**src/rtl/seq_bit_feeder.sv**
```systemverilog
// Serial pattern feeder: shifts a loaded pattern out MSB first, one bit per TICK_DIV clocks,
// with pause, continuous looping and a done pulse for a downstream sequence detector.
module seq_bit_feeder #(
  parameter int unsigned WIDTH    = 8,
  parameter int unsigned TICK_DIV = 1
) (
  input  logic             clk,
  input  logic             reset,
  input  logic             load,
  input  logic [WIDTH-1:0] pattern,
  input  logic [3:0]       len,
  input  logic             loop_en,
  input  logic             pause,
  output logic             x,
  output logic             x_valid,
  output logic             busy,
  output logic             done,
  output logic [3:0]       bit_idx
);

  localparam int unsigned TickW  = (TICK_DIV > 1) ? $clog2(TICK_DIV) : 1;
  localparam logic [TickW-1:0] TickLast = TickW'(TICK_DIV - 1);
  localparam logic [3:0] WidthL = 4'(WIDTH);

  typedef enum logic [1:0] {
    StIdle,
    StShift,
    StDone
  } state_e;

  state_e           state_q;
  logic [WIDTH-1:0] shift_q;
  logic [WIDTH-1:0] reload_q;
  logic [3:0]       len_q;
  logic [3:0]       bit_cnt_q;
  logic [TickW-1:0] tick_q;

  logic [3:0] eff_len;
  logic       tick_end;
  logic       pat_end;

  // Zero or oversized lengths fall back to the full register width.
  always_comb begin
    eff_len = WidthL;
    if ((len != 4'd0) && (len <= WidthL)) begin
      eff_len = len;
    end
  end

  assign tick_end = (tick_q == TickLast);
  assign pat_end  = (bit_cnt_q == (len_q - 4'd1));

  always_ff @(posedge clk) begin
    if (reset) begin
      state_q   <= StIdle;
      shift_q   <= '0;
      reload_q  <= '0;
      len_q     <= '0;
      bit_cnt_q <= '0;
      tick_q    <= '0;
      x         <= 1'b0;
      x_valid   <= 1'b0;
      busy      <= 1'b0;
      done      <= 1'b0;
      bit_idx   <= '0;
    end else begin
      unique case (state_q)
        StIdle: begin
          done    <= 1'b0;
          x_valid <= 1'b0;
          x       <= 1'b0;
          busy    <= 1'b0;
          bit_idx <= '0;
          if (load) begin
            state_q   <= StShift;
            shift_q   <= pattern;
            reload_q  <= pattern;
            len_q     <= eff_len;
            bit_cnt_q <= '0;
            tick_q    <= '0;
            x         <= pattern[WIDTH-1];
            x_valid   <= 1'b1;
            busy      <= 1'b1;
          end
        end

        StShift: begin
          if (pause) begin
            // Everything holds; only the strobe is suppressed.
            x_valid <= 1'b0;
          end else if (!tick_end) begin
            tick_q  <= tick_q + 1'b1;
            x_valid <= 1'b0;
          end else if (!pat_end) begin
            tick_q    <= '0;
            bit_cnt_q <= bit_cnt_q + 4'd1;
            shift_q   <= shift_q << 1;
            x         <= shift_q[WIDTH-2];
            x_valid   <= 1'b1;
            bit_idx   <= bit_cnt_q + 4'd1;
          end else if (loop_en) begin
            tick_q    <= '0;
            bit_cnt_q <= '0;
            shift_q   <= reload_q;
            x         <= reload_q[WIDTH-1];
            x_valid   <= 1'b1;
            bit_idx   <= '0;
          end else begin
            state_q   <= StDone;
            tick_q    <= '0;
            bit_cnt_q <= '0;
            x         <= 1'b0;
            x_valid   <= 1'b0;
            busy      <= 1'b0;
            done      <= 1'b1;
            bit_idx   <= '0;
          end
        end

        StDone: begin
          state_q <= StIdle;
          done    <= 1'b0;
          x       <= 1'b0;
          x_valid <= 1'b0;
          busy    <= 1'b0;
          bit_idx <= '0;
        end

        default: begin
          state_q <= StIdle;
          x       <= 1'b0;
          x_valid <= 1'b0;
          busy    <= 1'b0;
          done    <= 1'b0;
          bit_idx <= '0;
        end
      endcase
    end
  end

endmodule

```
**config.mk**
```make
export PLATFORM = sky130hd
export DESIGN_NAME = seq_bit_feeder
export DESIGN_NICKNAME = d
export VERILOG_FILES = /design/src/rtl/seq_bit_feeder.sv
export SDC_FILE = /design/constraint.sdc
export NUM_CORES = 1
export LEC_CHECK = 0
export ABC_AREA = 1
export BUFFER_PORTS_ARGS = -buffer_cell sky130_fd_sc_hd__buf_2
export CAP_MARGIN = 20
export CORE_ASPECT_RATIO = 1.2
export CORE_MARGIN = 2
export CORE_UTILIZATION = 34
export CTS_BUF_LIST = sky130_fd_sc_hd__clkbuf_4
export CTS_CLUSTER_DIAMETER = 150
export DETAILED_ROUTE_END_ITERATION = 10
export PLACE_DENSITY = 0.54
export SLEW_MARGIN = 20
export SYNTH_ARGS = -nofsm -noshare
export SYNTH_HDL_FRONTEND = slang
export SYNTH_SLANG_ARGS = --single-unit
```
**constraint.sdc**
```tcl
create_clock -name clk -period 1.83 [get_ports clk]
set_clock_uncertainty 0.2 [all_clocks]
set_input_delay 0.183 -clock clk [delete_from_list [all_inputs] [get_ports clk]]
set_output_delay 0.183 -clock clk [all_outputs]
set_load 0.01 [all_outputs]
```
==> results.sh, run 1 <==
export IMPL_coreArea_um2=4530
export IMPL_relSlewSlack_pct=74.4
export IMPL_whs_ns=0.0619
export IMPL_antenna_left=0
export IMPL_syn_area_um2=1580
export IMPL_grt_setup_unrepaired="true"
export IMPL_grt_max_degree=14
export IMPL_critPathLaunchType="flop"
export IMPL_drc_errors=0
export IMPL_syn_to_final_growth_pct=38.8
export IMPL_final_nets=307
export IMPL_power_total_mw=1.61
export IMPL_path_buf_inv=2
export IMPL_final_common_cell="nand2_1"
export IMPL_status="finished with violations"
export IMPL_wl_per_cell_um=10.9
export IMPL_cp_end_kind="flop"
export IMPL_grt_pass1_vias=1428
export IMPL_hold_class="in2reg"
export IMPL_place_port_buffers=24
export IMPL_layout_min_cycle_time_ns=1.89
export IMPL_worstPathArrival_ns=1.97
export IMPL_power_density_nw_per_um2=735
export IMPL_clock_latency_ns=0.33
export IMPL_totalWireLength_mm=3.78
export IMPL_worstSetupPathType="reg2reg"
export IMPL_synth_nets=248
export IMPL_required_ns=1.91
export IMPL_setup_violations=17
export IMPL_die_width_um=66.1
export IMPL_cts_max_level=2
export IMPL_die_h_um=78.6
export IMPL_cts_tree="done"
export IMPL_synth_seq_cells=33
export IMPL_dieArea_um2=5200
export IMPL_ys_seq_area_share_pct=41.9
export IMPL_tightestPinTransition_ns=0.382
export IMPL_drtIter0Drc=57
export IMPL_avgSynthCellArea_um2=6.88
export IMPL_syn_inst=229
export IMPL_antenna_found_initial=0
export IMPL_cp_slowest_cell="dfxtp_2"
export IMPL_grtUsageTotal_pct=15.5
export IMPL_drv_cap=0
export IMPL_drive_above_1_share_pct=27.0
export IMPL_min_period_over_period_pct=103
export IMPL_rows=27
export IMPL_dpl_hpwl_mm=2.72
export IMPL_cts_root_buffer="clkbuf_4"
export IMPL_gr_total_overflow=0
export IMPL_gp_congestion=0.756
export IMPL_antenna_cells=0
export IMPL_cts_made_buffers=5
export IMPL_mostFrequentLayoutCells="43 x nand2_1, 32 x nor2_1, 32 x inv_1"
export IMPL_clock_path_buffers=2
export IMPL_start_util_pct=34.8
export IMPL_critPathMaxFanout=8
export IMPL_grt_pass1_wl_mm=6.25
export IMPL_clock_sinks=33
export IMPL_ir_worst_vdd_mv=0.330
export IMPL_fmaxAchievable_mhz=529
export IMPL_fin_util_pct=48.3
export IMPL_slowest_delay_ns=0.35
export IMPL_slew_viol_final=0
export IMPL_num_vias=1538
export IMPL_crit_family="simple AND/OR/NAND/NOR gates"
export IMPL_p_leak_nw=1.09
export IMPL_fill_cells=481
export IMPL_clk_pin_slew_ns=0.10
export IMPL_ys_types=23
export IMPL_setup_slack_ns=-0.0616
export IMPL_pre_cts_ws_ns=-0.0477
export IMPL_vias_per_cell=4.43
export IMPL_synth_warning_count=0
export IMPL_cp_cell_sequence="inv_2, ha_4, xor2_1, nand2_2, nor2_8, nand2_4, clkinv_4, nand2_4, a21oi_4, nor2_1, nor2_1"
export IMPL_num_io_pins=25
export IMPL_violations="negative setup slack"
export IMPL_hold_violations=0
export IMPL_dr_pass1_iters=4
[cell usage after synthesis, drive strengths merged]
library cell	instances	area [µm²]
nand3	31	155
dfxtp	33	661
clkbuf	5	18.8
a21oi	7	46.3
nor3	1	5.00
a211oi	2	15.0
o22ai	4	25.0
xor2	2	17.5
o21a	1	7.51
ha	2	25.0
o21ai	16	80.1
nand4	1	6.26
clkinv	1	5.00
inv	36	135
nor2	36	156
nand2	51	216
[final timing paths]
path	slack [ns]	startpoint	to	cells after the start
hold reg to reg	0.26	done$_SDFFE_PP0P_	done$_SDFFE_PP0P_	2
hold / removal	0.06	len[3]	len_q[1]$_SDFFE_PP0P_	4
setup reg to reg	-0.06	len_q[0]$_SDFFE_PP0P_	shift_q[4]$_SDFFE_PP0P_	11
setup / recovery	-0.06	len_q[0]$_SDFFE_PP0P_	shift_q[4]$_SDFFE_PP0P_	11
[power breakdown]
group,internal (mW),switching (mW),total [mW]
logic,0.165,0.224,0.390
clock network,0.181,0.243,0.425
registers,0.771,0.0218,0.793
[per-stage QoR]
stage / instance area [µm²] / cells / TNS [ns]
finish: 2190 / 347 / -0.426
CTS: 2100 / 345 / -0.196
global route: 2190 / 347 / -2.26
detailed placement: 1880 / 321 / -0.340
floorplan: 1590 / 229 / 0
global placement: 1880 / 321 / -0.143
[cells by family (layout without fill, tap and decap cells)]
logic type | Yosys count | in the layout | share of synthesized area [%]
flip-flops | 33 | 33 | 41.9
XOR/XNOR | 2 | 2 | 1.11
adder cells (fa/ha/maj) | 2 | 2 | 1.59
buffers and inverters | 42 | 102 | 10.1
AND/OR/NAND/NOR | 120 | 120 | 34.2
AO/OA/AOI/OAI | 30 | 30 | 11.0
[area by class of cell]
class	count	area [µm²]	share of cell area (%)
clock buffer	7	52.6	2.40
clock inverter	1	7.51	0.343
inverter	37	144	6.58
multi-input combinational	154	832	38.0
sequential	33	663	30.3
tap	58	72.6	3.32
timing repair buffer	57	415	19.0
[state kept, by name, summed over array words and instances, names as in the netlist]
signal and flops:
bit_cnt_q 4, bit_idx 4, busy 1, done 1
len_q 4, reload_q 8, shift_q 7, state_q 2
x 1, x_valid 1
[per-layer routing]
metal | GRT usage [%] | part of all wire (%)
met1 | 20.9 | 50
met2 | 23.6 | 44
met3 | 4.30 | 4.8
met4 | 5.51 | 1.2
met5 | 0 | 0
[worst reg2reg max path, stage by stage, from the launching register on]
cell	delay, ns
dfxtp_2	0.35
inv_2	0.05
ha_4	0.25
xor2_1	0.16
nand2_2	0.11
nor2_8	0.11
nand2_4	0.08
clkinv_4	0.07
nand2_4	0.05
a21oi_4	0.24
nor2_1	0.09
nor2_1	0.10
[timing repair]
| action | CTS | global route |
|---|---|---|
| hold endpoints to repair | 19 | 0 |
| hold buffers | 16 | 0 |
| resized for setup | 2 | 20 |
| setup endpoints to repair | 10 | 20 |
| pin swaps | 2 | 7 |
| setup buffers | 0 | 2 |
Note: power is estimated with default switching activity, not from simulation.
==> inputs of run 2 (changes only) <==
--- a/config.mk
+++ b/config.mk
@@ -5,7 +5,7 @@
 export SDC_FILE = /design/constraint.sdc
 export NUM_CORES = 1
 export LEC_CHECK = 0
-export ABC_AREA = 1
+export ABC_AREA = 0
 export BUFFER_PORTS_ARGS = -buffer_cell sky130_fd_sc_hd__buf_2
 export CAP_MARGIN = 20
 export CORE_ASPECT_RATIO = 1.2
==> run 2 against run 1 <==
Compared with the run above:
- the run still ends with negative setup slack left
- largest cell class unchanged
- total power decreased by 4.6%
- utilization is 2.5 points higher
- non-clock buffer count is 9 higher
- critical endpoint unchanged
==> results.sh, run 2 <==
export IMPL_die_width_um=67.1
export IMPL_ys_seq_area_share_pct=40.6
export IMPL_synthTopCellsByCount="33 x dfxtp_1, 26 x nand2_1, 14 x a21oi_1"
export IMPL_synth_nets=206
export IMPL_vias_per_cell=4.99
export IMPL_cts_tree="done"
export IMPL_cp_cell_sequence="buf_4, buf_4, xor2_1, nand3_2, buf_6, o31a_4, nor2_4, buf_12, o41ai_2"
export IMPL_cp_slowest_cell="dfxtp_2"
export IMPL_synth_edf_count=0
export IMPL_grtUsageTotal_pct=17.7
export IMPL_clk_pin_slew_ns=0.10
export IMPL_layout_min_cycle_time_ns=2.01
export IMPL_worstSetupPathType="reg2reg"
export IMPL_rr_startpoint="len_q[0]$_SDFFE_PP0P_"
export IMPL_start_util_pct=35.4
export IMPL_r2r_setup_slack_ns=-0.18
export IMPL_hold_violations=0
export IMPL_num_io_pins=25
export IMPL_cts_made_buffers=5
export IMPL_wl_per_cell_um=13.6
export IMPL_crit_family="buffers and inverters"
export IMPL_slowest_delay_ns=0.34
export IMPL_relSlewSlack_pct=71.8
export IMPL_clock_sinks=33
export IMPL_setup_tns_ns=-1.58
export IMPL_hold_class="in2reg"
export IMPL_clock_path_buffers=2
export IMPL_gp_congestion=0.733
export IMPL_drive_above_1_share_pct=37.7
export IMPL_synthArstFlopShare_pct=0
export IMPL_antenna_found_initial=0
export IMPL_critPathLaunchType="flop"
export IMPL_regArea_um2=664
export IMPL_multiInputGateArea_um2=991
export IMPL_violations="negative setup slack"
export IMPL_totalWireLength_mm=4.14
export IMPL_grt_max_degree=35
export IMPL_fill_cells=469
export IMPL_setup_slack_ns=-0.176
export IMPL_num_vias=1522
export IMPL_final_nets=265
export IMPL_finalNonFillerCells=305
export IMPL_synth_area_leaders="dfxtp_1 41%, nand2_1 6.0%, o41ai_2 6.0%"
export IMPL_synth_area_leader_cell="dfxtp_1"
export IMPL_synth_warning_count=0
export IMPL_syn_inst=187
export IMPL_die_h_um=79.8
export IMPL_final_common_cell="dfxtp_1"
export IMPL_synth_most_common_cell="dfxtp_1"
export IMPL_clock_latency_ns=0.34
export IMPL_synth_seq_cells=33
export IMPL_synth_flop_cell="dfxtp_1"
export IMPL_worstPathArrival_ns=2.02
export IMPL_grt_pass1_vias=1522
export IMPL_slew_viol_final=0
export IMPL_critPathMaxFanout=6
export IMPL_grt_setup_unrepaired="true"
export IMPL_rows=27
export IMPL_drv_cap=0
export IMPL_crit_cells=9
export IMPL_yosysTopAreaCellShare_pct=40.6
export IMPL_reg_top3="reload_q: 8 flops, shift_q: 7 flops"
export IMPL_dp_cells=282
export IMPL_gr_total_overflow=0
export IMPL_dpl_hpwl_mm=2.83
export IMPL_power_density_nw_per_um2=656
export IMPL_avgSynthCellArea_um2=8.70
export IMPL_p_leak_nw=0.965
export IMPL_place_port_buffers=24
export IMPL_grt_pass1_wl_mm=7.16
export IMPL_largest_register_ffs=8
export IMPL_dr_pass1_iters=4
export IMPL_path_buf_inv=4
export IMPL_r2r_cells=9
export IMPL_r2r_end="shift_q[4]$_SDFFE_PP0P_"
export IMPL_syn_to_final_growth_pct=43.6
export IMPL_syn_area_um2=1630
export IMPL_cts_root_buffer="clkbuf_4"
export IMPL_tightestPinTransition_ns=0.420
export IMPL_crit_path_start="len_q[0]$_SDFFE_PP0P_"
export IMPL_required_ns=1.85
export IMPL_ir_worst_vdd_mv=0.439
export IMPL_mostFrequentLayoutCells="30 x dfxtp_1, 25 x nand2_1, 24 x buf_2"
export IMPL_cpMostUsedCell="buf_4"
export IMPL_dieArea_um2=5360
export IMPL_fmaxAchievable_mhz=499
export IMPL_cp_end_kind="flop"
export IMPL_setup_violations=15
export IMPL_coreArea_um2=4590
export IMPL_ys_types=38
export IMPL_final_cell_area_um2=2340
export IMPL_drtIter0Drc=32
export IMPL_place_area_um2=2010
export IMPL_endpoint="shift_q[4]$_SDFFE_PP0P_"
export IMPL_antenna_left=0
export IMPL_antenna_cells=0
export IMPL_min_period_over_period_pct=110
export IMPL_pre_cts_ws_ns=-0.263
export IMPL_whs_ns=0.0376
export IMPL_status="finished with violations"
export IMPL_cts_max_level=2
export IMPL_top_register="reload_q"
export IMPL_drc_errors=0
[run 2: stage by stage]
| step | util, % | total power, mW |
|---|---|---|
| floorplan | - | 0.978 |
| global placement | 43.8 | 1.09 |
| detailed placement | 43.8 | 1.09 |
| CTS | 50.1 | 1.53 |
| global route | 50.8 | 1.62 |
| finish | 50.8 | 1.53 |
[run 2: cell families (layout without fill, tap and decap cells)]
logic type / after synthesis / after routing / share of synthesized area [%]
flip-flops: 33 / 33 / 40.6
AND/OR/NAND/NOR: 77 / 77 / 24.5
XOR/XNOR: 7 / 7 / 4.62
buffers and inverters: 23 / 83 / 6.54
adder cells (fa/ha/maj): 2 / 2 / 1.54
AO/OA/AOI/OAI: 45 / 45 / 22.2
[run 2: worst min-delay path by stage]
stage / start / to / slack, ns / cells after the start
after global routing: reset / x$_SDFFE_PP0P_ / 0.05 / 3
after global placement: pattern[5] / reload_q[5]$_SDFFE_PP0P_ / 0.24 / 3
after floorplan: pattern[0] / reload_q[0]$_SDFFE_PP0P_ / 0.12 / 2
after CTS: pause / bit_idx[1]$_SDFFE_PP0N_ / 0.02 / 2
final: reset / x$_SDFFE_PP0P_ / 0.04 / 3
after detailed placement: pattern[2] / reload_q[2]$_SDFFE_PP0P_ / 0.25 / 3
[run 2: metal layers]
metal	wire length (µm)	vias up	track usage, %
li1	-	780	-
met1	1870	710	21.4
met2	2090	25	30.1
met3	121	7	4.37
met4	56	0	5.92
met5	0	-	0
[run 2: tightest hold or removal path: cells and delay by family]
kind | cells | cell delay (ns)
AND/OR/NAND/NOR | 1 | 0.16
AO/OA/AOI/OAI | 1 | 0.09
buffers and inverters | 1 | 0.09
[run 2: where the power goes]
part           total, mW  internal, mW  switching, mW  leakage, nW
registers          0.782         0.758         0.0244        0.271
logic              0.356         0.174          0.182        0.664
clock network      0.394         0.139          0.255       0.0300
[run 2: layout make-up]
type	count	share of cell area (%)
clock buffers	5	1.61
clock inverters	3	0.536
inverters	9	1.45
multi-input cells	131	42.4
flip-flops and latches	33	28.4
well taps	58	3.11
repair buffers	66	22.4
[run 2: what timing repair did]
| item | 4_1_cts | 5_1_grt |
|---|---|---|
| hold buffers | 13 | 0 |
| setup endpoints to repair | 20 | 21 |
| buffers inserted | 2 | 0 |
| endpoints found under the hold margin | 20 | 0 |
| pin swaps | 12 | 7 |
| resized for setup | 18 | 7 |
==> inputs of run 3 (changes only) <==
--- a/config.mk
+++ b/config.mk
@@ -11,7 +11,7 @@
 export CORE_ASPECT_RATIO = 1.2
 export CORE_MARGIN = 2
 export CORE_UTILIZATION = 34
-export CTS_BUF_LIST = sky130_fd_sc_hd__clkbuf_4
+export CTS_BUF_LIST = sky130_fd_sc_hd__clkbuf_8
 export CTS_CLUSTER_DIAMETER = 150
 export DETAILED_ROUTE_END_ITERATION = 10
 export PLACE_DENSITY = 0.54
@@ -19,3 +19,4 @@
 export SYNTH_ARGS = -nofsm -noshare
 export SYNTH_HDL_FRONTEND = slang
 export SYNTH_SLANG_ARGS = --single-unit
+export TNS_END_PERCENT = 5
==> run 3 against run 2 <==
Compared with the run above:
- the flow still finishes with violations (negative setup slack)
- non-clock buffer count is 4 lower
- count of clock-buffer cells in the layout stayed put
- clock power is 30% higher
- critical path depth stayed put
- via count is 0.46% higher
- worst hold slack hardly changed
- utilization is 0.76 points lower
- total power is 6.9% higher
- final area is 1.5% lower
==> results.sh, run 3 (synthesis results as in run 2) <==
export IMPL_drtIter0Drc=44
export IMPL_start_util_pct=35.4
export IMPL_pre_cts_ws_ns=-0.279
export IMPL_hold_violations=0
export IMPL_grt_pass1_wl_mm=7.16
export IMPL_drc_errors=0
export IMPL_worstSetupPathType="reg2reg"
export IMPL_clock_sinks=33
export IMPL_cts_made_buffers=5
export IMPL_dr_pass1_iters=4
export IMPL_syn_to_final_growth_pct=41.5
export IMPL_grt_setup_unrepaired="true"
export IMPL_fill_cells=489
export IMPL_largest_register_ffs=8
export IMPL_place_port_buffers=24
export IMPL_fmaxAchievable_mhz=499
export IMPL_grt_max_degree=35
export IMPL_drive_above_1_share_pct=35.8
export IMPL_relSlewSlack_pct=72.9
export IMPL_coreArea_um2=4590
export IMPL_cts_tree="done"
export IMPL_status="finished with violations"
export IMPL_antenna_cells=0
export IMPL_grt_pass1_vias=1514
export IMPL_layout_min_cycle_time_ns=2.00
export IMPL_r2r_setup_slack_ns=-0.17
export IMPL_gp_congestion=0.694
export IMPL_required_ns=1.79
export IMPL_cts_max_level=2
export IMPL_die_h_um=79.8
export IMPL_fin_util_pct=50.1
export IMPL_ir_worst_vdd_mv=0.473
export IMPL_vias_per_cell=5.08
export IMPL_dieArea_um2=5360
export IMPL_reg_top3="reload_q: 8 flops, shift_q: 7 flops"
export IMPL_antenna_found_initial=0
export IMPL_power_density_nw_per_um2=712
export IMPL_min_period_over_period_pct=109
export IMPL_num_io_pins=25
export IMPL_final_nets=261
export IMPL_hold_class="in2reg"
export IMPL_drv_cap=0
export IMPL_tightestPinTransition_ns=0.403
export IMPL_wl_per_cell_um=13.6
export IMPL_antenna_left=0
export IMPL_die_width_um=67.1
export IMPL_setup_violations=15
export IMPL_grtUsageTotal_pct=17.8
export IMPL_clk_pin_slew_ns=0.07
export IMPL_final_common_cell="dfxtp_1"
export IMPL_dpl_hpwl_mm=2.78
export IMPL_worstPathArrival_ns=1.96
export IMPL_clock_path_buffers=2
export IMPL_totalWireLength_mm=4.11
export IMPL_top_register="reload_q"
export IMPL_gr_total_overflow=0
export IMPL_violations="negative setup slack"
export IMPL_rows=27
export IMPL_p_leak_nw=0.953
export IMPL_cp_end_kind="flop"
export IMPL_setup_slack_ns=-0.172
export IMPL_slew_viol_final=0
export IMPL_critPathLaunchType="flop"
export IMPL_mostFrequentLayoutCells="31 x dfxtp_1, 25 x nand2_1, 24 x buf_2"
export IMPL_clock_latency_ns=0.29
export IMPL_setup_tns_ns=-1.56
export IMPL_critPathMaxFanout=5
export IMPL_num_vias=1529
export IMPL_cts_root_buffer="clkbuf_8"
run 3: changes by cell type in the layout (fill, tap and decap cells not counted), moves of 2 or more:
cell	change
nor3_2	+3
clkinv_1	-2
buf_6	-3
clkbuf_4	-5
clkbuf_8	+5
nor3_1	-2
inv_1	+3
run 3: cell type report:
| type | instances | area [µm²] | share of cell area, % |
|---|---|---|---|
| inverter | 9 | 33.8 | 1.47 |
| sequential | 33 | 663 | 28.8 |
| tap | 58 | 72.6 | 3.15 |
| clock inverter | 3 | 11.3 | 0.489 |
| multi-input combinational | 131 | 983 | 42.7 |
| clock buffer | 5 | 68.8 | 2.99 |
| timing repair buffer | 62 | 468 | 20.3 |
run 3: where the power goes:
group	total (mW)	switching, mW	internal (mW)
registers	0.783	0.0248	0.758
logic	0.342	0.179	0.163
clock network	0.514	0.261	0.253
total	1.64	0.464	1.17
run 3: layer usage:
metal / global-route usage (%) / up-vias / routed length [µm]
li1: - / 775 / -
met1: 22.6 / 723 / 1930
met2: 28.7 / 24 / 1980
met3: 4.23 / 7 / 128
met4: 6.73 / 0 / 68
met5: 0 / - / 0
run 3: timing repair:
action	in CTS	in global routing
setup endpoints to repair	20	21
hold buffers	12	0
endpoints found under the hold margin	13	0
buffers inserted	3	0
pin swaps	3	4
gates resized for setup	15	4
run 3: worst paths after layout:
kind,end,from,cells after the start
max,shift_q[4]$_SDFFE_PP0P_,len_q[1]$_SDFFE_PP0P_,9
min,bit_idx[0]$_SDFFE_PP0N_,pause,3
max reg2reg,shift_q[4]$_SDFFE_PP0P_,len_q[1]$_SDFFE_PP0P_,9
min reg2reg,reload_q[7]$_SDFFE_PP0P_,reload_q[7]$_SDFFE_PP0P_,2
run 3: critical path: stages, from the launching register on:
cell     delay [ns]
dfxtp_2        0.34
inv_2          0.05
ha_4           0.26
xor2_2         0.15
nand3_2        0.13
buf_12         0.16
o31a_4         0.28
nor2_4         0.09
buf_6          0.14
o41ai_2        0.07
run 3: per-stage QoR:
step	total power, mW	cells	instance area (µm²)	hold WS, ns
2_1_floorplan	0.978	187	1670	0.119
5_1_grt	1.73	301	2300	0.0548
3_5_place_dp	1.08	278	1980	0.244
3_3_place_gp	1.08	278	1980	0.240
6_report	1.64	301	2300	0.0380
4_1_cts	1.65	301	2280	0.0313
